## config.mk

```make
export PLATFORM = sky130hd
export DESIGN_NAME = chip8_regfile
export DESIGN_NICKNAME = d
export VERILOG_FILES = /design/src/rtl/chip8_regfile.sv
export SDC_FILE = /design/constraint.sdc
export NUM_CORES = 1
export LEC_CHECK = 0
export ABC_AREA = 0
export ABC_CLOCK_PERIOD_IN_PS = 2720
export CORE_UTILIZATION = 35
export CTS_BUF_LIST = sky130_fd_sc_hd__clkbuf_2
export DETAILED_ROUTE_END_ITERATION = 8
export GPL_TIMING_DRIVEN = 0
export SYNTH_ARGS = -nofsm -noshare
export SYNTH_HDL_FRONTEND = slang
export SYNTH_SLANG_ARGS = --single-unit
```

## constraint.sdc

```tcl
create_clock -name clk -period 2.72 [get_ports clk]
set_input_delay 0.544 -clock clk [delete_from_list [all_inputs] [get_ports clk]]
set_output_delay 0.544 -clock clk [all_outputs]
set_load 0.03 [all_outputs]
```

## src/rtl/chip8_regfile.sv

```systemverilog
// chip8_regfile: CHIP-8 V0..VF register file, flag (VF) port, two registered read ports, FX55 dump sequencer.
// Latency: reads 1 cycle; first dump beat 1 cycle after dump_start, then one beat per accepted handshake.
// Backpressure: dump_idx/dump_data held while dump_valid && !dump_ready. REGFILE_BYPASS_EN forwards same-cycle writes.
module chip8_regfile #(
    parameter int DATA_W = 8,
    parameter int NREGS  = 16,
    parameter int ADDR_W = 4
) (
    input  logic              clk,
    input  logic              rst_n,
    input  logic              clr,
    input  logic              wr_en,
    input  logic [ADDR_W-1:0] wr_addr,
    input  logic [DATA_W-1:0] wr_data,
    input  logic              flag_en,
    input  logic [DATA_W-1:0] flag_data,
    input  logic [ADDR_W-1:0] rd_a_addr,
    output logic [DATA_W-1:0] rd_a_data,
    input  logic [ADDR_W-1:0] rd_b_addr,
    output logic [DATA_W-1:0] rd_b_data,
    input  logic              dump_start,
    input  logic [ADDR_W-1:0] dump_last,
    output logic              dump_busy,
    output logic              dump_valid,
    input  logic              dump_ready,
    output logic [ADDR_W-1:0] dump_idx,
    output logic [DATA_W-1:0] dump_data,
    output logic              dump_done
);

    typedef enum logic [1:0] {
        IDLE = 2'd0,
        SEND = 2'd1,
        DONE = 2'd2
    } state_t;

    logic [DATA_W-1:0] regs [NREGS];
    state_t            state;
    logic [ADDR_W-1:0] last_q;
    logic [ADDR_W-1:0] last_clip;

    // Value a read/dump load captures this edge; out-of-range indices read as 0.
    function automatic logic [DATA_W-1:0] rd_val(input logic [ADDR_W-1:0] a);
        logic [DATA_W-1:0] v;
        v = '0;
        if (int'(a) < NREGS) begin
`ifdef REGFILE_BYPASS_EN
            if (clr)
                v = '0;
            else if (flag_en && (int'(a) == NREGS - 1))
                v = flag_data;
            else if (wr_en && (wr_addr == a))
                v = wr_data;
            else
                v = regs[a];
`else
            v = regs[a];
`endif
        end
        return v;
    endfunction

    // Clamp the requested last dump index to the flag register.
    always_comb begin
        last_clip = dump_last;
        if (int'(dump_last) > NREGS - 1)
            last_clip = ADDR_W'(NREGS - 1);
    end

    // Register array update: clr beats flag write, flag write beats the general write port.
    always_ff @(posedge clk or negedge rst_n) begin
        if (!rst_n) begin
            for (int i = 0; i < NREGS; i++)
                regs[i] <= '0;
        end else begin
            for (int i = 0; i < NREGS; i++) begin
                if (clr)
                    regs[i] <= '0;
                else if (flag_en && (i == NREGS - 1))
                    regs[i] <= flag_data;
                else if (wr_en && (int'(wr_addr) == i))
                    regs[i] <= wr_data;
            end
        end
    end

    // Registered read ports, sampled every edge.
    always_ff @(posedge clk or negedge rst_n) begin
        if (!rst_n) begin
            rd_a_data <= '0;
            rd_b_data <= '0;
        end else begin
            rd_a_data <= rd_val(rd_a_addr);
            rd_b_data <= rd_val(rd_b_addr);
        end
    end

    // Dump sequencer: streams V0..last one beat per handshake, pulses dump_done after the last beat; clr aborts.
    always_ff @(posedge clk or negedge rst_n) begin
        if (!rst_n) begin
            state      <= IDLE;
            last_q     <= '0;
            dump_busy  <= 1'b0;
            dump_valid <= 1'b0;
            dump_idx   <= '0;
            dump_data  <= '0;
            dump_done  <= 1'b0;
        end else begin
            dump_done <= 1'b0;
            case (state)
                IDLE: begin
                    if (dump_start && !clr) begin
                        state      <= SEND;
                        last_q     <= last_clip;
                        dump_idx   <= '0;
                        dump_data  <= rd_val('0);
                        dump_valid <= 1'b1;
                        dump_busy  <= 1'b1;
                    end
                end
                SEND: begin
                    if (clr) begin
                        state      <= IDLE;
                        dump_valid <= 1'b0;
                        dump_busy  <= 1'b0;
                    end else if (dump_ready) begin
                        if (dump_idx == last_q) begin
                            state      <= DONE;
                            dump_valid <= 1'b0;
                            dump_done  <= 1'b1;
                        end else begin
                            dump_idx  <= dump_idx + ADDR_W'(1);
                            dump_data <= rd_val(dump_idx + ADDR_W'(1));
                        end
                    end
                end
                DONE: begin
                    state      <= IDLE;
                    dump_valid <= 1'b0;
                    dump_busy  <= 1'b0;
                end
                default: begin
                    state      <= IDLE;
                    dump_valid <= 1'b0;
                    dump_busy  <= 1'b0;
                end
            endcase
        end
    end

endmodule

```

==> results of run 1 <==
final cells by class:
cell class / count / area (um^2) / share of cell area
well taps: 378 / 473.0 / 0.04203
multi-input cells: 555 / 5330 / 0.4736
repair buffers: 63 / 653.1 / 0.05804
flip-flops and latches: 164 / 4104 / 0.3647
plain buffers: 78 / 444.2 / 0.03947
clock buffers: 19 / 95.09 / 0.008450
inverters: 4 / 15.01 / 0.001334
clock inverters: 10 / 136.4 / 0.01212
diodes: 1 / 2.502 / 0.0002224
cell families after synthesis:
family	count (synthesis)	share of synthesized area
buffers and inverters	82	0.04641
and+or+nand+nor	182	0.07917
AOI/OAI and AO/OA	161	0.08436
DFF	164	0.4148
muxes	205	0.3668
adders and majority gates	1	0.001265
xor gates and xnor gates	6	0.007209
how the worst max path moves through the flow:
| stage | endpoint | slack [ns] | depth (start not counted) |
|---|---|---|---|
| 2_1_floorplan | dump_data[2] | 0.56 | 7 |
| 3_3_place_gp | regs[66] | -5.91 | 1 |
| 3_5_place_dp | rd_b_data[2] | -0.21 | 4 |
| 4_1_cts | dump_idx[2] | 0.08 | 1 |
| 5_1_grt | dump_idx[2] | 0.01 | 1 |
| 6_report | dump_idx[2] | 0.14 | 1 |
where the power goes:
group | switching [mW] | leakage (nW) | internal, mW
sequential | 0.0666 | 2.26 | 2.51
combinational | 0.689 | 2.36 | 0.511
clock | 0.912 | 0.139 | 0.501
total | 1.67 | 4.76 | 3.52
synth_stat cells (2+ instances only):
library cell               number
sky130_fd_sc_hd__o21ai_1        7
sky130_fd_sc_hd__o21ai_0       67
sky130_fd_sc_hd__buf_2          9
sky130_fd_sc_hd__nand3_1       13
sky130_fd_sc_hd__nand2b_1       3
sky130_fd_sc_hd__nor3b_1        9
sky130_fd_sc_hd__clkbuf_1      41
sky130_fd_sc_hd__buf_6         11
sky130_fd_sc_hd__nand2_1       76
sky130_fd_sc_hd__o22ai_1        2
sky130_fd_sc_hd__or3_1          2
sky130_fd_sc_hd__nor2_1        69
sky130_fd_sc_hd__xnor2_1        4
sky130_fd_sc_hd__a31oi_1        8
sky130_fd_sc_hd__dfrtp_1      164
sky130_fd_sc_hd__clkbuf_8       4
sky130_fd_sc_hd__nor2b_1        2
sky130_fd_sc_hd__mux2_2        16
sky130_fd_sc_hd__mux2i_1       73
sky130_fd_sc_hd__inv_1          4
sky130_fd_sc_hd__a21oi_1       73
sky130_fd_sc_hd__buf_1         11
sky130_fd_sc_hd__nand3b_1       4
sky130_fd_sc_hd__mux2_1         4
sky130_fd_sc_hd__o21ai_2        2
sky130_fd_sc_hd__mux4_1        40
sky130_fd_sc_hd__mux4_2        72
sequential cells by signal (all words and copies together) (netlist names), 2 cells and up:
signal,cells
dump_idx,4
rd_b_data,8
rd_a_data,8
last_q,4
regs,128
dump_data,8
state,2
stage by stage:
stage               cell area, um^2  TNS (ns)  utilization
global placement              10980   -967.11       0.3951
CTS                           11250         0       0.4050
finish                        11250         0       0.4051
floorplan                      9893         0            -
detailed placement            11010    -2.363       0.3963
global route                  11250         0       0.4051
cells in the final DEF (no fill, tap or decap), types with 13 or more instances in the layout:
| cell type | netlist | layout |
|---|---|---|
| sky130_fd_sc_hd__clkbuf_2 | 1 | 20 |
| sky130_fd_sc_hd__a21oi_1 | 73 | 73 |
| sky130_fd_sc_hd__clkbuf_1 | 41 | 41 |
| sky130_fd_sc_hd__o21ai_0 | 67 | 67 |
| sky130_fd_sc_hd__mux2i_1 | 73 | 73 |
| sky130_fd_sc_hd__mux4_2 | 72 | 72 |
| sky130_fd_sc_hd__mux4_1 | 40 | 40 |
| sky130_fd_sc_hd__clkdlybuf4s50_1 | 0 | 60 |
| sky130_fd_sc_hd__mux2_2 | 16 | 16 |
| sky130_fd_sc_hd__nor2_1 | 69 | 69 |
| sky130_fd_sc_hd__nand3_1 | 13 | 13 |
| sky130_fd_sc_hd__dfrtp_1 | 164 | 164 |
| sky130_fd_sc_hd__nand2_1 | 76 | 76 |
timing repair:
action | in CTS | in global routing
hold buffers | 1 | 0
endpoints found under the hold margin | 54 | 0
resized for setup | 0 | 0
layer usage:
| layer | share of wire | vias up | routed length, um |
|---|---|---|---|
| li1 | - | 3201 | - |
| met1 | 0.42 | 3948 | 13980 |
| met2 | 0.43 | 476 | 14460 |
| met3 | 0.11 | 61 | 3563 |
| met4 | 0.048 | 0 | 1606 |
| met5 | 0 | - | 0 |
==> metrics.sh, run 1 <==
P_LEAK_nW=4.758
HPWLAFTERDP_UM=24490
MIN-DELAY-START='clr'
P_TOTAL_mW=5.188
TIMING.HOLD.WORST_PATH_DEPTH=4
YS_ASYNC_SR_FRACTION=1.000
CLOCK_TREE.HTREE_LEVEL_COUNT=4
FAILING_CHECKS='DRC'
CRITPATHMAXFANOUT=5
FIN_WORST_HOLD_SLACK_NS=0.2509
SYNTH_TOP_CELL_AREA_SHARE=0.4148
CTS_MAX_PATH_BUFFERS=2
YOSYSTOPAREACELL='sky130_fd_sc_hd__dfrtp_1'
CP.BUFFERS_INVERTERS=1
DIEWIDTH_UM=170.1
PERIOD_SHARE=0.9491
NUMBER_OF_BUFFERS_CREATED_BY_CTS=17
INITIAL_UTILIZATION=0.3561
AREA_DELTA_SYNTH_FINAL_PCT=13.75
ROUTED_LENGTH_PER_INSTANCE_UM=26.42
FINAL_ANT_VIOL_NETS=0
ROUTING_LAYER_WITH_THE_TOP_USAGE_IN_GLOBAL_ROUTE='met2'
SLOWEST_DELAY_NS=0.73
CRIT_REQUIRED_NS=2.18
VIAS=7686
N_FILL_CELL=2708
SYNTH_FP_NETS=841
NUMPORTBUFFERS=61
YOSYS.CELL_TYPES.COUNT=38
OUTCOME='complete, but fails checks'
END_OF_THE_WORST_REGISTER_TO_REGISTER_PATH='dump_data[1]'
MAX_SLEW_MARGIN_VS_LIMIT=0.3661
GRT_UTIL_ALL_LAYERS=0.2396
SYNTH.FF_LATCH_COUNT=164
BOUNDARYPINS=70
POST_CTS.REPAIR.SETUP_BUFFERS=0
RSZ0062_AT_GRT='no'
FIRST_ITER_VIOLATIONS=820
SETUP.REG_TO_REG.WORST_SLACK_NS=0.23
DRC=1
NUMBER_OF_FAILING_HOLD_ENDPOINTS_AT_THE_FINAL_STAGE=0
SYNTH_SEQUENTIAL_AREA_RATIO=0.4148
FINAL-MAX-SLEW-VIOLATION-COUNT=0
FP.COREAREA_MM2=0.02778
YS.WARNINGS.COUNT=0
CRIT_FAMILY='buffers and inverters'
CLKTRANSATPATHREGS_NS=0.23
R2R_CELLS=7
CRITICAL_PATH.SLOWEST_CELL='sky130_fd_sc_hd__clkdlybuf4s50_1'
INST_COUNT_DP=1241
PLACE_CONGESTION=0.9674
PRE_CTS_SLACK_NS=-0.2098
LAYOUT-DRIVE-GT1-SHARE=0.1646
GR-USAGE-MET3=0.05372
FIN_NETS=923
DIE_AREA_MM2=0.02894
WORST_HOLD_PATH_TYPE='input port to flip-flop'
SYNTH-MAIN-FF-CELL='sky130_fd_sc_hd__dfrtp_1'
YOSYS-TOP-CELLS-AREA='sky130_fd_sc_hd__dfrtp_1, sky130_fd_sc_hd__mux4_2, sky130_fd_sc_hd__mux4_1'
GRT_FIRST_PASS_WIRELENGTH_UM=49370
CAP_VIOLATIONS=0
WHS_ENDPOINT='dump_busy'
TRITONCTS='yes'
WORST_SETUP_PATH_STARTPOINT='dump_idx[2]'
TIMING.FINAL.SETUP_VIOLATIONS=0
SYN-CELL-AREA_MM2=0.009893
WL_UM=33610
MIN_CLOCK_PERIOD_POST_ROUTE_NS=2.581
DRTPASS1ITERATIONS=7
MAXIMUM_NUMBER_OF_PINS_ON_ONE_NET_BEFORE_GLOBAL_ROUTE_REPAIR=111
USE_MET1=0.3403
CRITICAL_PATH.STARTPOINT_TYPE='flip-flop'
GR-USAGE-MET2=0.3412
CRIT_PATH_CELL_TRACE='clkdlybuf4s50_1'
GRT-OVFL-TOTAL=0
CLK_LATENCY_NS=0.78
DIE_H_UM=170.1
FINALNONFILLERCELLS=1272
VIAS_PER_CELL=6.042
SYNTH_ENABLE_FLOP_CELLS=0
FINALCLOCKSKEW_NS=0.04714
WORST_IR_DROP_VDD_mV=0.2097
MAXCLOCKFREQUENCY_MHz=387.4
TIMING.CRITICAL_PATH.ARRIVAL_NS=2.04
WORST_R2R_STARTPOINT='dump_idx[1]'
END_KIND='output pin'
POSTSYNTHCELLCOUNT=801
FINAL_CRITICAL_PATH_SETUP_SLACK_NS=0.1385
SYN_AVG_CELL_AREA_UM2=12.35
POWER.DENSITY_CELL_AREA_mW_PER_MM2=461.0
CTS_SINKS=164
WORST-SLEW-PIN-TRANSITION_NS=0.9476
CTSROOTBUFFERMASTER='sky130_fd_sc_hd__clkbuf_2'
GRT_PASS1_VIAS=7321
ANTENNA_FOUND_INITIAL=1
CRITICAL_PATH_START_END_CLASSIFICATION='flip-flop to output pin'
ROWS=61
Note: power is estimated with default switching activity, not from simulation.
==> inputs of run 2 (changes only) <==
- SLEW_MARGIN: default -> 30
==> run 2 against run 1 <==
  * The flow now finishes without violations
  * Routed wire length grew 0.46%
  * Largest power group unchanged
  * Final area grew 0.51%
  * Critical path type unchanged
  * Non-clock buffer count grew 1
  * Register-to-register slack is essentially flat
  * Count of clock-buffer cells in the layout shrank 2
  * Clock power grew 4%
  * Sequential power is essentially flat
  * Clock skew shrank 0.00098 ns
  * Maximum frequency grew 0.91%
==> metrics.sh, run 2 (synthesized netlist as in run 1, its figures left out) <==
CRIT_FAMILY='buffers and inverters'
PLACE_CONGESTION=0.9674  # unchanged
AREA_DELTA_SYNTH_FINAL_PCT=14.33
CTSROOTBUFFERMASTER='sky130_fd_sc_hd__clkbuf_2'
MAX_SLEW_MARGIN_VS_LIMIT=0.3432  # -0.02286
CRIT_PATH_CELL_TRACE='clkdlybuf4s50_1'
N_FILL_CELL=2681  # -1.0%
DRC=0  # -1
GRT_PASS1_VIAS=7236  # -1.2%
ANTENNA_FOUND_INITIAL=1  # unchanged
DRTPASS1ITERATIONS=6  # -1
CAP_VIOLATIONS=0  # unchanged
CLOCK_TREE.HTREE_LEVEL_COUNT=4  # unchanged
OUTCOME='completed'
FINALCOREUTILIZATION=0.4071  # +0.002072
TIMING.CRITICAL_PATH.ARRIVAL_NS=2.01  # -0.03 ns
LAYOUT-DRIVE-GT1-SHARE=0.1706  # +0.005955
DIE_AREA_MM2=0.02894  # unchanged
SLOWEST_DELAY_NS=0.71  # -0.02 ns
CLKTRANSATPATHREGS_NS=0.27  # +0.04 ns
PERIOD_SHARE=0.9406  # -0.008530
ROWS=61  # unchanged
WL_UM=33760  # +0.46%
P_LEAK_nW=4.800  # +0.89%
WORST_IR_DROP_VDD_mV=0.2062  # -1.6%
RSZ0062_AT_GRT='no'
POWER.DENSITY_CELL_AREA_mW_PER_MM2=464.5  # +0.75%
FP.COREAREA_MM2=0.02778  # unchanged
CRITICAL_PATH_START_END_CLASSIFICATION='flip-flop to output pin'
FINALCLOCKSKEW_NS=0.04616  # -0.0009767 ns
CRITICAL_PATH.STARTPOINT_TYPE='flip-flop'
TRITONCTS='yes'
MAXIMUM_NUMBER_OF_PINS_ON_ONE_NET_BEFORE_GLOBAL_ROUTE_REPAIR=80  # -28%
CRIT_REQUIRED_NS=2.18  # about the same
CRITPATHMAXFANOUT=4  # -1
FINAL_CRITICAL_PATH_SETUP_SLACK_NS=0.1617  # +0.02320 ns
ROUTED_LENGTH_PER_INSTANCE_UM=26.46  # +0.14%
LARGEST_REGISTER_FFS=128  # unchanged
CTS_SINKS=164  # unchanged
NUMBER_OF_FAILING_HOLD_ENDPOINTS_AT_THE_FINAL_STAGE=0  # unchanged
POST_CTS.REPAIR.SETUP_BUFFERS=0  # unchanged
FIRST_ITER_VIOLATIONS=940  # +15%
NUMBER_OF_BUFFERS_CREATED_BY_CTS=17  # unchanged
MIN_CLOCK_PERIOD_POST_ROUTE_NS=2.558  # -0.02320 ns
REGISTER_RANKED_FIRST_BY_FLIP_FLOP_COUNT='regs'
MOSTFREQUENTLAYOUTCELL='sky130_fd_sc_hd__dfrtp_1'
CTS_MAX_PATH_BUFFERS=2  # unchanged
FINAL_CELL_MIX='sky130_fd_sc_hd__dfrtp_1, sky130_fd_sc_hd__nand2_1, sky130_fd_sc_hd__mux2i_1, sky130_fd_sc_hd__a21oi_1, sky130_fd_sc_hd__mux4_2'
INST_COUNT_DP=1242  # +0.081%
CP.BUFFERS_INVERTERS=1  # unchanged
NUMPORTBUFFERS=61  # unchanged
GRT_FIRST_PASS_WIRELENGTH_UM=49400  # about the same
DIEWIDTH_UM=170.1  # unchanged
HPWLAFTERDP_UM=24560  # +0.28%
FINAL_ANT_VIOL_NETS=0  # unchanged
VIAS_PER_CELL=6.055  # +0.21%
PRE_CTS_SLACK_NS=-0.2228  # -0.01305 ns
CLK_LATENCY_NS=0.83  # +0.05 ns
BOUNDARYPINS=70  # unchanged
FINAL-MAX-SLEW-VIOLATION-COUNT=0  # unchanged
WORST_HOLD_PATH_TYPE='input port to async pin'
MAXCLOCKFREQUENCY_MHz=390.9  # +0.91%
DPL-INSTANCE-AREA_MM2=0.01104  # +0.25%
CRITICAL_PATH.SLOWEST_CELL='sky130_fd_sc_hd__clkdlybuf4s50_1'
WORST-SLEW-PIN-TRANSITION_NS=0.9815  # +0.03387 ns
POSTLAYOUTCELLAREA_MM2=0.01131  # +0.51%
VIAS=7726  # +0.52%
GRT_UTIL_ALL_LAYERS=0.2399  # +0.0003016
INITIAL_UTILIZATION=0.3561  # unchanged
DIE_H_UM=170.1  # unchanged
TIMING.FINAL.SETUP_VIOLATIONS=0  # unchanged
FINALNONFILLERCELLS=1276  # +0.31%
END_KIND='output pin'
FIN_NETS=924  # +0.11%
GRT-OVFL-TOTAL=0  # unchanged
[run 2: cell types whose count changed in the layout (fill, tap and decap cells not counted)]
cell	delta
sky130_fd_sc_hd__buf_16	+1
sky130_fd_sc_hd__bufinv_16	-1
sky130_fd_sc_hd__clkbuf_2	-2
sky130_fd_sc_hd__clkdlybuf4s50_1	-1
sky130_fd_sc_hd__clkinv_1	-1
sky130_fd_sc_hd__clkinv_4	-1
sky130_fd_sc_hd__dlymetal6s2s_1	+1
sky130_fd_sc_hd__inv_6	+7
sky130_fd_sc_hd__inv_8	+1
sky130_fd_sc_hd__xor2_1	-1
sky130_fd_sc_hd__xor2_2	+1
[run 2: final cells by class]
cell class	instances	area, um^2	share of cell area
repair buffers	64	683.2	0.06040
clock buffers	17	85.08	0.007522
plain buffers	78	444.2	0.03927
diodes	1	2.502	0.0002212
well taps	378	473.0	0.04181
clock inverters	15	166.4	0.01471
multi-input cells	555	5338	0.4719
inverters	4	15.01	0.001327
flip-flops and latches	164	4104	0.3628
[run 2: routing by layer]
metal / track usage / vias up / routed length [um]
li1: - / 3203 / -
met1: 0.3436 / 3942 / 14160
met2: 0.3523 / 521 / 14830
met3: 0.05488 / 60 / 3597
met4: 0.09166 / 0 / 1177
met5: 0 / - / 0
[run 2: power by group]
| part | switching, mW | internal, mW |
|---|---|---|
| sequential | 0.0677 | 2.51 |
| combinational | 0.690 | 0.514 |
| clock | 1.02 | 0.450 |
[run 2: path summary, 6_finish.rpt]
| path | from | endpoint | slack [ns] | cells after the start |
|---|---|---|---|---|
| hold / removal | rst_n | regs[124] | 0.11 | 2 |
| setup / recovery | dump_idx[3] | dump_idx[3] | 0.16 | 1 |
| max in group asynchronous | rst_n | regs[43] | 1.58 | 4 |
| setup reg to reg | dump_idx[1] | dump_data[1] | 0.23 | 7 |
| hold reg to reg | state[1] | dump_busy | 0.52 | 1 |
| min in group clk | clr | dump_busy | 0.19 | 4 |
[run 2: through the flow]
step | power [mW] | hold slack, ns | TNS [ns]
final | 5.254 | 0.1080 | 0
after global routing | 5.449 | 0.06708 | 0
after CTS | 5.260 | 0.09073 | 0
after detailed placement | 3.817 | 0.3888 | -2.260
after global placement | 3.808 | 0.4963 | -967.11
after floorplan | 3.373 | 0.2484 | 0
[run 2: what timing repair did]
item                                   CTS  global route
setup endpoints to repair                0             1
endpoints found under the hold margin   97             0
resized for setup                        0             1
hold buffers                             1             0
